===== config.mk =====
export PLATFORM = sky130hd
export DESIGN_NAME = imm_gen_pipe
export DESIGN_NICKNAME = d
export VERILOG_FILES = /design/src/rtl/imm_gen_pipe.sv
export SDC_FILE = /design/constraint.sdc
export NUM_CORES = 1
export LEC_CHECK = 0
export BUFFER_PORTS_ARGS = -buffer_cell sky130_fd_sc_hd__buf_2
export CAP_MARGIN = 5
export CORE_MARGIN = 4
export CORE_UTILIZATION = 52
export CTS_CLUSTER_DIAMETER = 40
export DETAILED_ROUTE_END_ITERATION = 10
export GPL_TIMING_DRIVEN = 0
export PLACE_DENSITY_LB_ADDON = 0.1
export SLEW_MARGIN = 5
export SYNTH_ARGS = -nofsm -noshare
export SYNTH_HDL_FRONTEND = slang
export SYNTH_SLANG_ARGS = --single-unit
export TNS_END_PERCENT = 20

===== constraint.sdc =====
create_clock -name clk -period 4.2 [get_ports clk]
set_input_delay 0.84 -clock clk [delete_from_list [all_inputs] [get_ports clk]]
set_output_delay 0.84 -clock clk [all_outputs]
set_load 0.05 [all_outputs]

===== src/rtl/imm_gen_pipe.sv =====
// Decode-stage immediate generator: extends I/S/B/J/U immediates to XLEN and forms pc + imm.
// Latency: one cycle from an accepted input to out_valid with registered results.
// Backpressure: in_ready = !out_valid || out_ready; a stalled result holds until drained.
// Optional feature macro: IMM_GEN_ZIMM_EN (imm_src 101 selects the CSR zimm format).
module imm_gen_pipe #(
    parameter int XLEN  = 32,
    parameter int CNT_W = 8
) (
    input  logic             clk,
    input  logic             rst,
    input  logic             in_valid,
    output logic             in_ready,
    input  logic [31:0]      instr,
    input  logic [2:0]       imm_src,
    input  logic [XLEN-1:0]  pc,
    output logic             out_valid,
    input  logic             out_ready,
    output logic [XLEN-1:0]  out_imm,
    output logic [XLEN-1:0]  out_target,
    output logic             out_illegal,
    output logic [CNT_W-1:0] illegal_cnt
);

    localparam logic [CNT_W-1:0] CNT_MAX = {CNT_W{1'b1}};

    logic             valid_q;
    logic [XLEN-1:0]  imm_q,    imm_d;
    logic [XLEN-1:0]  target_q, target_d;
    logic             illegal_q, illegal_d;
    logic [CNT_W-1:0] cnt_q,    cnt_d;
    logic [XLEN-1:0]  u_imm;
    logic             xfer;

    // The opcode field never feeds an immediate.
    logic unused_opcode;
    assign unused_opcode = ^instr[6:0];

    // U-type fills bits 31:12 directly; sign bits exist only above bit 31.
    generate
        if (XLEN == 32) begin : g_u32
            assign u_imm = {instr[31:12], 12'b0};
        end else begin : g_uwide
            assign u_imm = {{(XLEN-32){instr[31]}}, instr[31:12], 12'b0};
        end
    endgenerate

    assign in_ready = !valid_q || out_ready;
    assign xfer     = in_valid && in_ready;

    // Format decode: select the extended immediate and flag unsupported codes.
    always_comb begin
        imm_d     = '0;
        illegal_d = 1'b0;
        case (imm_src)
            3'b000: imm_d = {{(XLEN-12){instr[31]}}, instr[31:20]};
            3'b001: imm_d = {{(XLEN-12){instr[31]}}, instr[31:25], instr[11:7]};
            3'b010: imm_d = {{(XLEN-12){instr[31]}}, instr[7], instr[30:25], instr[11:8], 1'b0};
            3'b011: imm_d = {{(XLEN-20){instr[31]}}, instr[19:12], instr[20], instr[30:21], 1'b0};
            3'b100: imm_d = u_imm;
`ifdef IMM_GEN_ZIMM_EN
            3'b101: imm_d = {{(XLEN-5){1'b0}}, instr[19:15]};
`endif
            default: begin
                imm_d     = '0;
                illegal_d = 1'b1;
            end
        endcase
    end

    // Branch/jump target; carry-out is dropped so the sum wraps modulo 2^XLEN.
    always_comb begin
        target_d = pc + imm_d;
    end

    // Saturating count of accepted illegal formats; stalls never touch it.
    always_comb begin
        cnt_d = cnt_q;
        if (xfer && illegal_d && (cnt_q != CNT_MAX)) begin
            cnt_d = cnt_q + 1'b1;
        end
    end

    // Output stage: load only on transfer, drain when downstream takes the result.
    always_ff @(posedge clk) begin
        if (rst) begin
            valid_q   <= 1'b0;
            imm_q     <= '0;
            target_q  <= '0;
            illegal_q <= 1'b0;
            cnt_q     <= '0;
        end else begin
            cnt_q <= cnt_d;
            if (xfer) begin
                valid_q   <= 1'b1;
                imm_q     <= imm_d;
                target_q  <= target_d;
                illegal_q <= illegal_d;
            end else if (out_ready) begin
                valid_q   <= 1'b0;
            end
        end
    end

    assign out_valid   = valid_q;
    assign out_imm     = imm_q;
    assign out_target  = target_q;
    assign out_illegal = illegal_q;
    assign illegal_cnt = cnt_q;

endmodule


# After elaboration in Yosys (flattened, before gate mapping)
# Index checks and enable logic that the tools add are counted.
# op_classes
n_reduce_logical	8
addsub	2
eq_ne	5
muxes	4
# ops
op	count
$pmux 32 s5	1
$add 32x32->32	1
$add 8x1->8 const B	1
$ne 8x8->1 const B	1
$eq 3x2->1 const B	2
$reduce_or 5->1	1
$eq 3x1->1 const B	1
$eq 3x3->1 const B	1
$logic_and 1x1->1	3
$logic_not 3->1	1
$mux 1	3
$reduce_bool 2->1	1
$logic_not 1->1	1
$logic_or 1x1->1	1
# word_totals
ff_bits	74
wordCells	24
out_inout_bits	75

# Depth between registers and ports, before layout
# logic_depth
word_depth	5
ltp_mapped	15
depth_no_buf	13

# Least setup slack after synthesis
# No wires, ideal clock.
# synth_path
path_type	input-to-reg
startpoint	input port imm_src[0]
endpoint	register target_q[30] (netlist: out_target[30])
setup_time_ns	0.117
stages	14
t_arrival_ns	3.657
path_slack_ns	0.426
path_buffers	1
t_required_ns	4.083
path_cell_list	clkbuf_1 > xor2_1 > mux2i_1 > nor2_1 > inv_1 > fa_1 > nor2b_1 > o2111ai_1 > a21o_1 > a211oi_2 > o2111ai_2 > a21oi_1 > o21ai_0 > a32o_1
# synth_via
elab_chain_cells	3
word_cells_on_any_way	7
classes_between	1 x add/sub; 4 x eq/ne; 1 x mux; 1 x reduce/logical
# synth_rtl
item	line_no	source
start, declared	14	input logic [2:0] imm_src,
$eq 3x3->1 (tied with other cells)	54	case (imm_src)
$pmux 32 s5 *	54	
net imm_d[1]	27	logic [XLEN-1:0] imm_q, imm_d;
$add 32x32->32 *	72	target_d = pc + imm_d;
end signal, assigned	96	target_q <= target_d;
end, declared	28	logic [XLEN-1:0] target_q, target_d;
# The timed path passes the listed nets; every way through them passes the cells marked *.
# A chain may end at the register's enable or synchronous reset.

# Final worst setup path
# layout_path
startpoint	input port imm_src[1]
endpoint	register target_q[26] (netlist: out_target[26])
# The elaborated chain is that of the path after synthesis.

==> flow_results.org <==
** Critical path
- Data arrives at the worst endpoint at 4.21 ns.
- The critical path goes through clkbuf_1, xor2_4, mux2i_1, nor2_1, inv_1, fa_1, nor2b_1, o2111ai_1, a21o_1, a211oi_2, o2111ai_2, a21oi_1, o21ai_0, a32o_1.
- Element type at the critical path end :: register
- CP startpoint kind :: input pin
- The critical path is of the in2reg type.
- For this run, the slowest stage of the critical path takes 0.42 ns.
- Peak fanout along the critical path :: 7
- Critical-path top delay cell :: fa_1
- Critical Path RT :: 4.45 ns

** Floorplan
- Horizontal die dimension :: 102.0 um
- In this run the standard cell core region covers 0.008678 mm2.
- Num ports :: 146
- Starting Density :: 52.93%
- Row generation in the floorplan step produced 34 rows.
- Die height :: 102.0 um
- The floorplan step defined a die boundary enclosing 0.01040 mm2.

** Clocking
- The clock reaches the later pin of the worst-skew pair after 0.36 ns.
- # clock sinks :: 74
- Hold Buf Count CTS :: 0
- Buffers inserted during clock tree synthesis total 9.
- CTS Buffer Depth :: 2
- Clock-pin slew on the worst setup and hold paths :: 0.08 ns
- Post-cts gate resize count :: 0
- The tree is rooted in a clkbuf_8.
- TritonCTS built the clock tree.
- Max H-tree Level :: 3
- After clock tree synthesis, the setup repair step added 0 buffers.

** Synthesis
- Seq cells post-synth :: 74
- Counting distinct cell types in the post-synthesis netlist gives 54.
- Count of flip-flops with a built-in enable after synthesis :: 0
- After synthesis, the share of flip-flops with an asynchronous set or reset is 0%.
- The Yosys step of the flow raised 0 warnings.
- The mapped netlist covers 0.004593 mm2.
- Among all flip-flop cells after synthesis, the most frequent one is dfxtp_1.
- Summing the sequential cell areas from Yosys gives 32.25% of the chip area.
- Averaged over all synthesized cells, the footprint is 7.707 um2.
- Counting every net in the synthesized netlist gives 700.
- Count of mapped cells out of synthesis :: 596

** STA
- Number of hold-slack violations in the final timing report :: 0
- At the pin with the least slew margin, the transition time is 0.7112 ns.
- The count of pins over their slew limit is 0.
- Clock skew :: 0.008087 ns
- Setup repair after global routing missed its margin :: no
- The final critical path takes up 94.27% of the cycle.
- Final setup violating endpoints :: 0
- Relative slew slack :: 52.59%
- Counting I/O delays and the setup requirement, the final critical path takes 3.959 ns.
- Timing would allow up to 252.6 MHz.

** Global routing
- Wire length of the first global-routing pass :: 22900 um
- Via count of the first global-routing pass :: 4796
- GRT overflow :: 0
- Entering global routing, the biggest net connects 14 pins.
- Antenna violations before repair :: 0
- Across every metal layer, demand over resource in global routing totals 28.04%.

** Route
- The first routing iteration left 270 violations.
- Vias post-DR :: 4902
- Wirelength per Cell :: 17.36 um
- DRT Pass-1 Iters :: 5
- Final antenna-violating net count :: 0
- Dividing the detail-routed via count by the number of cells gives 5.727.
- Summed over all layers, the routed wires come to 14860 um.
- After detailed routing, the number of remaining DRC violations is 0.

** Cells and area
- Layout cells sized above 1 :: 21.79%
- 0 antenna diodes ended up in the layout.
- Post-layout util :: 64.55%
- After the last flow step, the layout net total stands at 847.
- Multi-input logic area :: 0.002964 mm2
- Filler cell count in the final layout :: 818
- Area occupied by registers :: 0.001481 mm2
- Compared with the post-synthesis result, the final layout area differs by 21.96%.

** Worst hold path
- Type of the most critical hold path :: reg2reg

** Place
- Number of I/O port buffers :: 136
- At the end of routability-driven placement, the weighted congestion stood at 0.9069.
- Placed wire-length estimate :: 11690 um

** Run
- Across the run, the number of max-cap violations was 0.

** Power and ir drop
- The analysis attributes to cell leakage a power of 2.706 nW.
- The design draws 2.010 mW.
- Dividing total power by cell area gives a power density of 358.8 mW/mm2.
- The worst-case IR drop observed on VDD is 181.8 uV.

** Status
- The run finished with clean final reports.
==> path summary, 6_finish.rpt <==
path                                     from        endpoint  slack (ns)  depth (start not counted)
worst max-delay path               imm_src[1]  out_target[26]        0.24                         14
worst min-delay path            out_target[6]   out_target[6]        0.45                          2
worst max register to register      out_valid  illegal_cnt[5]        1.99                          6
worst min register to register  out_target[6]   out_target[6]        0.45                          2
==> layout by cell type (no fill, tap or decap), types with 4 or more instances in the layout <==
cell type | netlist | final
a31oi_1 | 5 | 5
xor2_1 | 12 | 11
dfxtp_1 | 74 | 74
nand3_1 | 10 | 10
nand2_1 | 96 | 96
xnor2_1 | 10 | 10
or3_1 | 7 | 7
inv_1 | 11 | 11
nor3_1 | 23 | 23
clkbuf_1 | 32 | 33
o21ai_1 | 4 | 4
nand3b_1 | 11 | 11
o211ai_1 | 4 | 4
ha_1 | 32 | 32
nand4_1 | 4 | 4
mux2i_1 | 7 | 7
a21oi_1 | 69 | 69
o21ai_0 | 20 | 20
nor2_1 | 59 | 59
and3_1 | 4 | 4
buf_2 | 1 | 137
nor2b_1 | 12 | 12
clkbuf_8 | 0 | 9
a21o_1 | 36 | 36
a211oi_1 | 5 | 5
==> cell families (layout without fill, tap and decap cells) <==
logic type,count (synthesis),after routing,share of synthesized area (%)
AOI/OAI and AO/OA,177,177,25.58
xor gates and xnor gates,22,22,4.195
adders and majority gates,33,33,9.153
buffers and inverters,45,197,3.705
DFF,74,74,32.25
muxes,7,7,1.526
and+or+nand+nor,238,238,23.59
==> area by class of cell <==
cell class                      count  share of cell area [%]
Buffer                             34                   2.301
Clock buffer                       10                   2.278
Clock inverter                      6                  0.7594
Inverter                           11                  0.7371
Multi-Input combinational cell    477                   52.91
Sequential cell                    74                   26.45
Tap cell                          108                   2.412
Timing Repair Buffer              136                   12.15
==> report_power, final <==
part           switching [mW]  internal, mW
Clock                   0.295         0.216
Combinational           0.494         0.224
Sequential             0.0289         0.753
Total                   0.817          1.19
==> routing by layer <==
| metal | global-route usage [%] | up-vias | routed length (um) |
|---|---|---|---|
| met1 | 36.76 | 2292 | 6385 |
| met2 | 47.43 | 195 | 7137 |
| li1 | - | 2392 | - |
| met4 | 9.384 | 0 | 211 |
| met3 | 3.959 | 23 | 1129 |
| met5 | 0 | - | 0 |
==> synth_stat cells (4+ instances only) <==
library cell,count,area (um2)
nand2_1,96,360.4
dfxtp_1,74,1481
a21oi_1,69,345.3
nor2_1,59,221.5
a21o_1,36,270.3
clkbuf_1,32,120.1
ha_1,32,400.4
nor3_1,23,115.1
o21ai_0,20,100.1
nor2b_1,12,75.07
xor2_1,12,105.1
inv_1,11,41.29
nand3b_1,11,82.58
nand3_1,10,50.05
xnor2_1,10,87.58
mux2i_1,7,70.07
or3_1,7,43.79
a211oi_1,5,37.54
a31oi_1,5,31.28
and3_1,4,25.02
nand4_1,4,25.02
o211ai_1,4,30.03
o21ai_1,4,20.02
==> stage by stage <==
step	std cells	setup TNS, ns	cell area, um2	setup WS [ns]	hold WS (ns)
5_1_grt	856	0	5602	0.0003788	0.4729
6_report	856	0	5602	0.2406	0.4533
3_5_place_dp	840	-1.142	5409	-0.3263	0.4417
3_3_place_gp	840	-0.9589	5409	-0.2730	0.4380
2_1_floorplan	596	0	4593	0.4260	0.6622
4_1_cts	856	0	5579	0.05365	0.4550
==> worst max-delay path, delay by kind of cell <==
| family | cells | cell delay [ns] |
|---|---|---|
| adder cells (fa/ha/maj) | 1 | 0.42 |
| buffers and inverters | 2 | 0.45 |
| multiplexers | 1 | 0.11 |
| AND/OR/NAND/NOR | 2 | 0.49 |
| AO/OA/AOI/OAI | 7 | 1.60 |
| XOR/XNOR | 1 | 0.29 |
==> flip-flops by register name (all words and copies together), names as in the netlist <==
| name | count |
|---|---|
| out_illegal | 1 |
| out_valid | 1 |
| out_target | 32 |
| out_imm | 32 |
| illegal_cnt | 8 |
Power figures use the tool's default switching activity.
